File: config.mk
export PLATFORM = sky130hd
export DESIGN_NAME = game_ctrl_multi
export DESIGN_NICKNAME = d
export VERILOG_FILES = /design/src/rtl/game_ctrl_pkg.sv /design/src/rtl/turn_timer.sv /design/src/rtl/game_ctrl_multi.sv
export SDC_FILE = /design/constraint.sdc
export NUM_CORES = 1
export LEC_CHECK = 0
export CAP_MARGIN = 10
export CELL_PAD_IN_SITES_DETAIL_PLACEMENT = 1
export CELL_PAD_IN_SITES_GLOBAL_PLACEMENT = 1
export CORE_MARGIN = 2
export CORE_UTILIZATION = 31
export DETAILED_ROUTE_END_ITERATION = 10
export GPL_TIMING_DRIVEN = 0
export HOLD_SLACK_MARGIN = 0.02
export PLACE_DENSITY = 0.77
export SKIP_LAST_GASP = 1
export SLEW_MARGIN = 10
export SYNTH_ARGS = -nofsm -noshare
export SYNTH_HDL_FRONTEND = slang
export SYNTH_SLANG_ARGS = --single-unit
File: constraint.sdc
create_clock -name clk -period 3.83 [get_ports clk]
set_input_delay 0.766 -clock clk [delete_from_list [all_inputs] [get_ports clk]]
set_output_delay 0.766 -clock clk [all_outputs]
set_load 0.1 [all_outputs]
File: src/rtl/game_ctrl_pkg.sv
// Shared encodings for the multi-player game controller: FSM state codes
// and the idle keypad code from which each instance derives its NO_KEY.
package game_ctrl_pkg;

  localparam int STATE_W = 4;

  localparam logic [STATE_W-1:0] ST_IDLE      = 4'd0;
  localparam logic [STATE_W-1:0] ST_SELECT    = 4'd1;
  localparam logic [STATE_W-1:0] ST_ARM       = 4'd2;
  localparam logic [STATE_W-1:0] ST_WAIT_KEY  = 4'd3;
  localparam logic [STATE_W-1:0] ST_CHECK     = 4'd4;
  localparam logic [STATE_W-1:0] ST_MOVE      = 4'd5;
  localparam logic [STATE_W-1:0] ST_WIN_CHECK = 4'd6;
  localparam logic [STATE_W-1:0] ST_DONE      = 4'd7;

  // Wide all-ones source; instances slice it to KEY_W bits.
  localparam logic [31:0] NO_KEY_ALL_ONES = '1;

endpackage

File: src/rtl/turn_timer.sv
// Reloadable down-counter for the per-turn key timeout. expire strobes during
// the last counting cycle; the counter collapses to constants when TIMEOUT=0.
module turn_timer #(
  parameter int unsigned TIMEOUT = 0
) (
  input  logic clk,
  input  logic rst,
  input  logic load,
  input  logic run,
  output logic expire
);

  generate
    if (TIMEOUT == 0) begin : g_off
      logic unused_inputs;
      assign unused_inputs = clk ^ rst ^ load ^ run;
      assign expire        = 1'b0;
    end else begin : g_on
      localparam int CW = $clog2(TIMEOUT + 1);

      logic [CW-1:0] count_q, count_d;

      always_comb begin
        count_d = count_q;
        if (load) begin
          count_d = CW'(TIMEOUT);
        end else if (run && (count_q != '0)) begin
          count_d = count_q - CW'(1);
        end
      end

      always_ff @(posedge clk) begin
        if (rst) begin
          count_q <= '0;
        end else begin
          count_q <= count_d;
        end
      end

      // A value of 1 marks the TIMEOUT-th cycle spent waiting since the reload.
      assign expire = run && (count_q == CW'(1));
    end
  endgenerate

endmodule

File: src/rtl/game_ctrl_multi.sv
// Turn-based game controller: target selection, per-player key/flip turns,
// match and win handshakes, optional turn timeout, registered outputs.
module game_ctrl_multi
  import game_ctrl_pkg::*;
#(
  parameter int                NUM_PLAYERS = 2,
  parameter int                KEY_W       = 4,
  parameter logic [KEY_W-1:0]  NO_KEY      = NO_KEY_ALL_ONES[KEY_W-1:0],
  parameter int unsigned       TIMEOUT     = 0
) (
  input  logic                           clk,
  input  logic                           rst,
  input  logic [KEY_W-1:0]               key,
  input  logic                           start,
  input  logic                           go_valid,
  input  logic                           go,
  input  logic                           win_valid,
  input  logic                           win,
  output logic                           flip,
  output logic                           move,
  output logic [KEY_W-1:0]               n_sel,
  output logic [$clog2(NUM_PLAYERS)-1:0] player,
  output logic [3:0]                     state,
  output logic                           done,
  output logic [$clog2(NUM_PLAYERS)-1:0] winner
);

  localparam int PW = $clog2(NUM_PLAYERS);

  logic [STATE_W-1:0] state_q, state_d;
  logic [KEY_W-1:0]   n_sel_q, n_sel_d;
  logic [PW-1:0]      player_q, player_d;
  logic [PW-1:0]      winner_q, winner_d;
  logic [PW-1:0]      player_next;
  logic               flip_q, flip_d;
  logic               move_q, move_d;
  logic               done_q, done_d;

  logic key_hit;
  logic tmr_load;
  logic tmr_run;
  logic tmr_expire;

  assign key_hit     = (key != NO_KEY);
  assign player_next = (player_q == PW'(NUM_PLAYERS - 1)) ? '0 : player_q + PW'(1);

  // Timer reloads on the release that leaves ARM and counts only in WAIT_KEY.
  assign tmr_load = (state_q == ST_ARM) && !key_hit;
  assign tmr_run  = (state_q == ST_WAIT_KEY);

  turn_timer #(
    .TIMEOUT (TIMEOUT)
  ) u_turn_timer (
    .clk    (clk),
    .rst    (rst),
    .load   (tmr_load),
    .run    (tmr_run),
    .expire (tmr_expire)
  );

  always_comb begin
    state_d  = state_q;
    n_sel_d  = n_sel_q;
    player_d = player_q;
    winner_d = winner_q;
    flip_d   = 1'b0;
    move_d   = 1'b0;

    case (state_q)
      ST_IDLE: begin
        if (start) state_d = ST_SELECT;
      end
      ST_SELECT: begin
        if (key_hit) begin
          n_sel_d  = key;
          player_d = '0;
          state_d  = ST_ARM;
        end
      end
      ST_ARM: begin
        if (!key_hit) state_d = ST_WAIT_KEY;
      end
      ST_WAIT_KEY: begin
        // A key arriving on the expiry cycle still counts as a valid press.
        if (key_hit) begin
          flip_d  = 1'b1;
          state_d = ST_CHECK;
        end else if (tmr_expire) begin
          player_d = player_next;
          state_d  = ST_ARM;
        end
      end
      ST_CHECK: begin
        if (go_valid) begin
          if (go) begin
            move_d  = 1'b1;
            state_d = ST_MOVE;
          end else begin
            player_d = player_next;
            state_d  = ST_ARM;
          end
        end
      end
      ST_MOVE: begin
        state_d = ST_WIN_CHECK;
      end
      ST_WIN_CHECK: begin
        if (win_valid) begin
          if (win) begin
            winner_d = player_q;
            state_d  = ST_DONE;
          end else begin
            state_d = ST_ARM;
          end
        end
      end
      ST_DONE: begin
        if (start) state_d = ST_SELECT;
      end
      default: begin
        state_d = ST_IDLE;
      end
    endcase

    done_d = (state_d == ST_DONE);
  end

  always_ff @(posedge clk) begin
    if (rst) begin
      state_q  <= ST_IDLE;
      n_sel_q  <= '0;
      player_q <= '0;
      winner_q <= '0;
      flip_q   <= 1'b0;
      move_q   <= 1'b0;
      done_q   <= 1'b0;
    end else begin
      state_q  <= state_d;
      n_sel_q  <= n_sel_d;
      player_q <= player_d;
      winner_q <= winner_d;
      flip_q   <= flip_d;
      move_q   <= move_d;
      done_q   <= done_d;
    end
  end

  assign state  = state_q;
  assign n_sel  = n_sel_q;
  assign player = player_q;
  assign winner = winner_q;
  assign flip   = flip_q;
  assign move   = move_q;
  assign done   = done_q;

endmodule

## After elaboration in Yosys (flattened, before gate mapping)

Index checks and enable logic that the tools add are counted.

| word-level totals | value |
|---|---|
| bits in registers | 13 |
| input port bits | 11 |

| operators by class | value |
|---|---|
| add/sub/neg operators | 1 |
| eq/ne operators | 12 |
| mux-type cells | 16 |
| bitwise logic cells | 3 |
| reductions and logical operators | 8 |

Operators with widths:

| operator | count |
|---|---|
| one-hot mux 4 bit (7 select lines) | 1 |
| two-way mux 4 bit | 6 |
| == test 4 x 3 -> 1 bit (second input constant) | 5 |
| == test 4 x 2 -> 1 bit (second input constant) | 2 |
| two-way mux 1 bit | 6 |
| two-way mux 3 bit | 2 |
| inequality test 2 bit (second input constant) | 3 |
| == test 4 x 1 -> 1 bit (second input constant) | 1 |
| zero test 4 bit | 1 |
| inequality test 4 bit (second input constant) | 1 |
| AND reduction 4 bit | 1 |
| OR reduction 2 bit | 2 |
| NOT 1 bit | 3 |
| AND reduction 3 bit | 1 |
| OR reduction 3 bit | 1 |
| one-hot mux 1 bit (2 select lines) | 1 |
| AND reduction 2 bit | 1 |
| nonzero test 2 bit | 1 |
| adder 1 bit (second input constant) | 1 |

## Logic depth before layout (Yosys ltp)

Gate-level depths: netlist (run 1).

| logic depth | value |
|---|---|
| depth after elaboration | 5 |
| depth in mapped cells | 5 |
| mapped depth without buffers | 4 |

## Cells and area by module

A second synthesis (run 1) with hierarchy kept.

| unflattened totals | value |
|---|---|
| cells, all modules | 84 |
| area total of the unflattened synthesis | 686.9 µm² |

By module, submodules not included:

| module | instances | cells an instance | area each (µm²) | sequential area each (µm²) |
|---|---|---|---|---|
| game_ctrl_multi | 1 | 82 | 675.6 | 260.2 |
| turn_timer | 1 | 2 | 11.3 | 0.0 |

## Least setup slack after synthesis (run 1)

Ideal clock, no wire load.

| path | value |
|---|---|
| kind | register to register |
| start point | register state_q[0], in the netlist state[0] |
| end point | register player_q, in the netlist player |
| library setup time | 0.114 ns |
| arrival time | 1.923 ns |
| slack | 1.793 ns |
| cell stages (with the launch flop) | 5 |
| buffers on the path | 0 |
| cells stage by stage | dfxtp_1 > or4b_4 > nor2b_4 > a21oi_2 > a21bo_1 |

| between the ends | value |
|---|---|
| longest elaborated chain between the ends | 3 |
| elaborated cells between the ends (all ways) | 8 |
| those cells by class | 5 x eq/ne; 1 x mux; 2 x reduce/logical |

RTL lines:

| item | line | RTL |
|---|---|---|
| from (decl) | game_ctrl_multi.sv:30 | `logic [STATE_W-1:0] state_q, state_d;` |
| from (signal assigned) | game_ctrl_multi.sv:138 | `state_q <= state_d;` |
| == test 4 x 1 -> 1 bit or == test 4 x 3 -> 1 bit (tied branches) | game_ctrl_multi.sv:69 | `case (state_q)` |
| inequality test 2 bit (no source line) or nonzero test 2 bit (tied branches) | -- |  |
| AND reduction 4 bit (no source line) | -- |  |
| to (signal assigned) | game_ctrl_multi.sv:140 | `player_q <= player_d;` |
| to (decl) | game_ctrl_multi.sv:32 | `logic [PW-1:0] player_q, player_d;` |

Parallel ways exist; a longest one is shown, timed or not.
A chain may end at the register's enable or synchronous reset.

## Final worst setup path (run 1)

| path | value |
|---|---|
| start point | register state_q[3], in the netlist state[3] |
| end point | output port state[3] |

RTL lines:

| item | line | RTL |
|---|---|---|
| to (decl) | game_ctrl_multi.sv:23 | `output logic [3:0] state,` |

No word-level cell between the ends.

==> insert_results.sql, run 1 <==
INSERT INTO impl_metrics (metric_group, metric, value, unit) VALUES
('status', 'status', 'complete, no violations', ''),
('worst_setup_path', 'timing.rr.end', 'player', ''),
('timing', 'timing_hold_violations_final', '0', ''),
('placed_design', 'placedCellCount', '114', ''),
('routing', 'detail_route.wirelength', '1550', 'microns'),
('clock_network', 'htree_num_levels', '1', ''),
('worst_setup_path', 'timing.critical_path.fanout_max', '9', ''),
('clock_network', 'cts_root_buf', 'sky130_fd_sc_hd__clkbuf_4', ''),
('placed_design', 'io_buffers', '23', ''),
('synth', 'post_synth_num_cell_types', '30', ''),
('synth', 'synthTopCellsByArea', 'sky130_fd_sc_hd__dfxtp_1, sky130_fd_sc_hd__nor2_1, sky130_fd_sc_hd__nor3_1', ''),
('synth', 'commonest_cells_in_the_synthesized_netlist', 'sky130_fd_sc_hd__dfxtp_1, sky130_fd_sc_hd__nor2_1, sky130_fd_sc_hd__nor3_1', ''),
('synth', 'synth_fp_nets', '77', ''),
('worst_setup_path', 'setup.reg_to_reg.worst_slack', '2.26', 'ns'),
('clock_network', 'cts_tree', 'done', ''),
('floorplanning', 'io_pins', '24', ''),
('synth', 'netlist.area_leader.share', '0.435', ''),
('worst_setup_path', 'worst_r2r_path_depth', '4', ''),
('power', 'net-switching-power', '0.0819', 'mW'),
('job', 'max-cap-violations', '0', ''),
('synth', 'post-synth-top-count-cell', 'sky130_fd_sc_hd__dfxtp_1', ''),
('floorplanning', 'num_rows', '15', ''),
('clock_network', 'clock_sink_count', '13', ''),
('worst_setup_path', 'critPathTopFamily', 'buffers and inverters', ''),
('timing', 'grt_setup_unrepaired', 'no', ''),
('timing', 'report.final.setup_viol', '0', ''),
('clock_network', 'postCtsResizedCells', '0', ''),
('cells_and_area', 'final.fill_count', '219', ''),
('clock_network', 'ctsHoldBuffers', '0', ''),
('worst_setup_path', 'critical_path_cell_with_the_highest_stage_delay', 'sky130_fd_sc_hd__clkdlybuf4s50_1', ''),
('synth', 'synthArstFlopShare', '0', ''),
('power', 'power_frac_clock', '0.315', ''),
('global_route', 'grt_antenna_before_repair', '0', ''),
('clock_network', 'post_cts_repair_setup_buffers', '0', ''),
('cells_and_area', 'finish.cell_count_without_fillers', '118', ''),
('power', 'power.internal', '0.198', 'mW'),
('worst_setup_path', 'timing.critical_path.arrival', '2.00', 'ns'),
('floorplanning', 'die-height', '47.9', 'microns'),
('routing', 'avgViaCountPerCell', '5.00', ''),
('cells_and_area', 'nets', '105', ''),
('worst_setup_path', 'timing.critical_path.depth', '1', ''),
('power', 'switching_power_share_of_the_total', '0.293', ''),
('routing', 'routed-via-count', '590', ''),
('power', 'p_leak', '0.320', 'nW'),
('cells_and_area', 'area_growth_syn_to_layout', '48.1', '%'),
('global_route', 'globalRouteTotalUtil', '0.156', ''),
('timing', 'final_min_period_over_clock_period', '0.723', ''),
('min_path', 'timing.hold.worst.class', 'register to register', ''),
('worst_setup_path', 'timing.critical_path.to_type', 'primary output', ''),
('power', 'p_seq_frac', '0.503', ''),
('timing', 'setup_tns', '0', 'ns'),
('power', 'ir_drop', '0.168', 'mV'),
('synth', 'syn_avg_cell_area', '9.06', 'sq um'),
('timing', 'slew_violations', '0', ''),
('synth', 'post_syn_area', '598', 'sq um'),
('routing', 'detail_route.wl_per_cell', '13.1', 'microns'),
('floorplanning', 'floorplan.initialDensity', '0.339', ''),
('timing', 'tightestPinTransition', '0.969', 'ns'),
('worst_setup_path', 'max_stage_delay', '1.20', 'ns'),
('worst_setup_path', 'path_class', 'register to primary output', ''),
('timing', 'upper_clock_frequency_limit', '0.361', 'GHz'),
('clock_network', 'clkTransAtPathRegs', '0.09', 'ns'),
('synth', 'part_of_the_yosys_area_used_for_sequential_elements', '0.435', ''),
('worst_setup_path', 'startpoint_type', 'register', ''),
('floorplanning', 'floorplan.die.width', '47.9', 'microns'),
('clock_network', 'clk-insertion-delay-late', '0.28', 'ns'),
('worst_setup_path', 'setup.worst_path.start', 'state[3]', ''),
('worst_setup_path', 'required', '3.06', 'ns'),
('worst_setup_path', 'cp-endpoint', 'state[3]', ''),
('worst_setup_path', 'origin_of_the_critical_flop_to_flop_path', 'state[3]', ''),
('routing', 'drc_errors', '0', '');
==> cell usage in the layout (no fill, tap or decap) <==
master / n
sky130_fd_sc_hd__nor2b_1: 3
sky130_fd_sc_hd__buf_4: 2
sky130_fd_sc_hd__a21bo_1: 1
sky130_fd_sc_hd__nor3b_1: 1
sky130_fd_sc_hd__nor4b_2: 1
sky130_fd_sc_hd__nand4b_1: 1
sky130_fd_sc_hd__nor4_1: 1
sky130_fd_sc_hd__nand3_1: 2
sky130_fd_sc_hd__or4b_4: 1
sky130_fd_sc_hd__buf_2: 1
sky130_fd_sc_hd__clkbuf_4: 3
sky130_fd_sc_hd__clkbuf_1: 1
sky130_fd_sc_hd__nor2_1: 12
sky130_fd_sc_hd__a32oi_1: 1
sky130_fd_sc_hd__clkdlybuf4s50_1: 23
sky130_fd_sc_hd__and3_1: 2
sky130_fd_sc_hd__nor2b_4: 1
sky130_fd_sc_hd__o31ai_1: 1
sky130_fd_sc_hd__mux2i_1: 1
sky130_fd_sc_hd__o311ai_1: 1
sky130_fd_sc_hd__nand2_1: 1
sky130_fd_sc_hd__a21oi_1: 1
sky130_fd_sc_hd__nand2b_1: 2
sky130_fd_sc_hd__a211oi_1: 2
sky130_fd_sc_hd__or2_1: 1
sky130_fd_sc_hd__conb_1: 1
sky130_fd_sc_hd__or4b_1: 1
sky130_fd_sc_hd__nand4_1: 1
sky130_fd_sc_hd__a311o_1: 1
sky130_fd_sc_hd__o21ai_0: 2
sky130_fd_sc_hd__nor3_1: 6
sky130_fd_sc_hd__dfxtp_1: 13
sky130_fd_sc_hd__a21oi_2: 1
==> metal layers <==
metal,routed length [microns],part of all wire,global-route usage
met1,710,0.46,0.198
met2,768,0.50,0.253
met3,62,0.040,0.0491
met4,8,0.0052,0.0486
met5,0,0,0
==> stage by stage <==
step / instance area (sq um) / power (mW) / worst slack [ns] / utilization
after floorplan: 598 / 0.175 / 1.79 / -
after global placement: 860 / 0.194 / 1.36 / 0.487
after detailed placement: 860 / 0.195 / 1.37 / 0.487
after CTS: 886 / 0.281 / 1.06 / 0.502
after global routing: 886 / 0.295 / 0.984 / 0.502
final: 886 / 0.280 / 1.06 / 0.502
==> worst reg2reg max path, cell delays in order, from the launching register on <==
cell and delay (ns):
sky130_fd_sc_hd__dfxtp_1 0.41, sky130_fd_sc_hd__or4b_4 0.62, sky130_fd_sc_hd__nor2b_4 0.20, sky130_fd_sc_hd__a21oi_2 0.06
sky130_fd_sc_hd__a21bo_1 0.18
==> layout make-up <==
type                    count  area (sq um)  area share
flip-flops and latches     13           260       0.294
plain buffers               3          20.0      0.0226
clock buffers               4          26.3      0.0297
multi-input cells          50           318       0.359
repair buffers             23           230       0.260
well taps                  25          31.3      0.0353
==> state kept, by name, summed over array words and instances, names as in the netlist <==
signal and cells:
winner 1, n_sel 4, move 1, flip 1
player 1, state 4, done 1
==> worst min-delay path by stage <==
stage / start / endpoint / slack (ns) / depth (start not counted)
floorplan: rst / move / 0.84 / 1
global placement: winner / winner / 0.48 / 2
detailed placement: n_sel[0] / n_sel[0] / 0.50 / 2
CTS: n_sel[0] / n_sel[0] / 0.51 / 2
global route: n_sel[2] / n_sel[2] / 0.54 / 2
finish: n_sel[2] / n_sel[2] / 0.51 / 2
==> cell families (layout without fill, tap and decap cells) <==
kind of cell           Yosys count  after routing  synth area share
flip-flops                      13             13             0.435
buffers and inverters            3             30            0.0335
multiplexers                     1              1            0.0167
AO/OA/AOI/OAI                   11             11             0.140
AND/OR/NAND/NOR                 37             37             0.368
other                            1              1           0.00627
==> power groups by stage <==
stage	Sequential, mW	Combinational (mW)	Clock (mW)
6_report	0.140	0.0511	0.0880
3_5_place_dp	0.144	0.0513	0
5_1_grt	0.141	0.0544	0.0995
4_1_cts	0.141	0.0513	0.0893
3_3_place_gp	0.144	0.0505	0
2_1_floorplan	0.162	0.0125	0
No activity file was read; power rests on OpenSTA's default activity.
==> run 2: changes to the inputs <==
- CORE_UTILIZATION: 31 -> 29
- PLACE_DENSITY: 0.77 -> 0.73
- clock period: 3.83 -> 2.6 ns (I/O delays scaled with it)
==> insert_results.sql, run 2 (synthesis gave the netlist of run 1 again) <==
INSERT INTO impl_metrics (metric_group, metric, value, unit) VALUES
('placed_design', 'pre_cts_ws', '0.375', 'ns'),
('min_path', 'timing.hold.worst.class', 'register to register', ''),
('routing', 'detail_route.wl_per_cell', '13.4', 'microns'),
('clock_network', 'clock_sink_count', '13', ''),
('routing', 'avgViaCountPerCell', '4.96', ''),
('cells_and_area', 'multiInputGateArea', '318', 'sq um'),
('global_route', 'maximum_number_of_pins_on_one_net_before_global_route_repair', '12', ''),
('timing', 'slew_violations', '0', ''),
('timing', 'timing_hold_violations_final', '0', ''),
('status', 'status', 'complete, no violations', ''),
('cells_and_area', 'area_used_by_sequential_logic_in_the_layout', '260', 'sq um'),
('cells_and_area', 'nets', '105', ''),
('clock_network', 'postCtsResizedCells', '0', ''),
('timing', 'setup_tns', '0', 'ns'),
('timing', 'timing.slew.headroom', '0.338', ''),
('clock_network', 'clk_path_buf_depth', '2', ''),
('global_route', 'grt_antenna_before_repair', '0', ''),
('power', 'cellPowerDensity', '462', 'mW/mm^2'),
('global_route', 'first_global_vias', '584', ''),
('worst_setup_path', 'max_stage_delay', '1.21', 'ns'),
('timing', 'report.final.setup_viol', '0', ''),
('cells_and_area', 'n_antenna_cell', '0', ''),
('routing', 'drt_pre_antenna_iters', '4', ''),
('placed_design', 'placedCellCount', '116', ''),
('routing', 'detail_route.wirelength', '1610', 'microns'),
('placed_design', 'io_buffers', '23', ''),
('clock_network', 'cts_root_buf', 'sky130_fd_sc_hd__clkbuf_4', ''),
('cells_and_area', 'leading_cell_type_in_the_layout_fill_and_taps_excluded', 'sky130_fd_sc_hd__clkdlybuf4s50_1', ''),
('worst_setup_path', 'timing.critical_path.fanout_max', '11', ''),
('worst_setup_path', 'startpoint_type', 'register', ''),
('routing', 'detail_route.iter0.violations', '8', ''),
('power', 'ir_drop', '0.202', 'mV'),
('worst_setup_path', 'worstPathBufferInverterCount', '1', ''),
('floorplanning', 'num_rows', '16', ''),
('worst_setup_path', 'required', '2.08', 'ns'),
('worst_setup_path', 'path_class', 'register to primary output', ''),
('clock_network', 'htree_num_levels', '1', ''),
('routing', 'drc_errors', '0', ''),
('clock_network', 'post_cts_repair_setup_buffers', '0', ''),
('power', 'p_leak', '0.320', 'nW'),
('job', 'max-cap-violations', '0', ''),
('placed_design', 'placedInstanceArea', '862', 'sq um'),
('clock_network', 'clk-insertion-delay-late', '0.28', 'ns'),
('routing', 'route.antenna.remaining_nets', '0', ''),
('timing', 'grt_setup_unrepaired', 'no', ''),
('floorplanning', 'design.die.area', '0.00244', 'sq mm'),
('timing', 'final_min_period_over_clock_period', '0.980', ''),
('floorplanning', 'io_pins', '24', ''),
('cells_and_area', 'final.fill_count', '254', ''),
('timing', 'upper_clock_frequency_limit', '0.392', 'GHz'),
('global_route', 'globalRouteTotalUtil', '0.148', ''),
('worst_setup_path', 'timing.critical_path.to_type', 'primary output', ''),
('timing', 'layout_min_cycle_time', '2.55', 'ns'),
('routing', 'routed-via-count', '595', ''),
('cells_and_area', 'area_growth_syn_to_layout', '48.5', '%'),
('clock_network', 'cts_tree', 'done', ''),
('timing', 'postLayoutSetupSlackWorst', '0.0519', 'ns'),
('placed_design', 'globalplace.congestion', '0.822', ''),
('timing', 'clock_skew', '0.00383', 'ns'),
('timing', 'tightestPinTransition', '0.989', 'ns'),
('worst_setup_path', 'timing.critical_path.arrival', '2.03', 'ns'),
('worst_setup_path', 'critPathTopFamily', 'buffers and inverters', ''),
('global_route', 'wire_length_of_the_first_global_routing_pass', '2750', 'microns'),
('cells_and_area', 'fin_area', '888', 'sq um'),
('cells_and_area', 'finish.cell_count_without_fillers', '120', ''),
('floorplanning', 'floorplan.die.width', '49.4', 'microns'),
('floorplanning', 'placeableCoreArea', '0.00196', 'sq mm'),
('floorplanning', 'floorplan.initialDensity', '0.305', ''),
('floorplanning', 'die-height', '49.4', 'microns'),
('clock_network', 'ctsHoldBuffers', '0', ''),
('clock_network', 'clkTransAtPathRegs', '0.08', 'ns'),
('worst_setup_path', 'critical_path.cell_chain', 'clkdlybuf4s50_1', ''),
('timing', 'hold-worst-slack', '0.512', 'ns'),
('worst_setup_path', 'critical_path_cell_with_the_highest_stage_delay', 'sky130_fd_sc_hd__clkdlybuf4s50_1', ''),
('clock_network', 'cts_inserted_buffers', '3', ''),
('cells_and_area', 'mostFrequentLayoutCells', 'sky130_fd_sc_hd__clkdlybuf4s50_1, sky130_fd_sc_hd__dfxtp_1, sky130_fd_sc_hd__nor2_1, sky130_fd_sc_hd__nor3_1', ''),
('global_route', 'grt_overflow_total', '0', ''),
('cells_and_area', 'final_layout_size_suffix_gt1_frac', '0.108', '');
==> run 2: cell counts in the layout (fill, tap and decap cells not counted) <==
Identical to the previous run, type by type.
==> run 2: report_power, final <==
part | switching [mW] | internal (mW)
registers | 0.00434 | 0.203
logic | 0.0464 | 0.0287
clock network | 0.0686 | 0.0595
total | 0.119 | 0.291
==> run 2: routing by layer <==
| metal | global-route usage | vias to the layer above | part of all wire |
|---|---|---|---|
| met5 | 0 | - | 0 |
| met4 | 0.0926 | 0 | 0.018 |
| met3 | 0.0184 | 4 | 0.030 |
| met2 | 0.248 | 16 | 0.53 |
| met1 | 0.178 | 279 | 0.42 |
| li1 | - | 296 | - |
==> run 2: worst register-to-register path: cells and delay by family, from the launching register on <==
kind            cells  cell delay, ns
flops               1            0.42
compound gates      2            0.23
simple gates        2            0.82
==> run 2: area by class of cell <==
type	instances	share of cell area
Multi-Input combinational cell	50	0.358
Timing Repair Buffer	23	0.259
Sequential cell	13	0.293
Clock buffer	4	0.0296
Buffer	3	0.0225
Tap cell	27	0.0380
==> run 2: worst paths after layout <==
path / from / to / slack, ns / cells after the start
setup / recovery: state[2] / state[2] / 0.05 / 1
hold / removal: n_sel[1] / n_sel[1] / 0.51 / 2
setup reg to reg: state[2] / player / 1.03 / 4
hold reg to reg: n_sel[1] / n_sel[1] / 0.51 / 2
==> run 2: through the flow <==
| stage | utilization | power, mW |
|---|---|---|
| floorplan | - | 0.257 |
| global placement | 0.439 | 0.286 |
| detailed placement | 0.439 | 0.287 |
| CTS | 0.453 | 0.417 |
| global route | 0.453 | 0.434 |
| finish | 0.453 | 0.411 |
==> run 3: changes to the inputs <==
- clock period: 2.6 -> 2.7 ns (I/O delays scaled with it)
==> results of run 3 <==
Same layout as run 2 (identical final DEF). Status: complete, no violations.
Among the figures that moved: setup slack after placement 0.375 ns -> 0.455 ns; setup slack after layout 0.0519 ns -> 0.132 ns; register-to-register setup slack 1.03 ns -> 1.13 ns; total power 0.411 mW -> 0.395 mW; worst IR drop on VDD 0.202 mV -> 0.195 mV
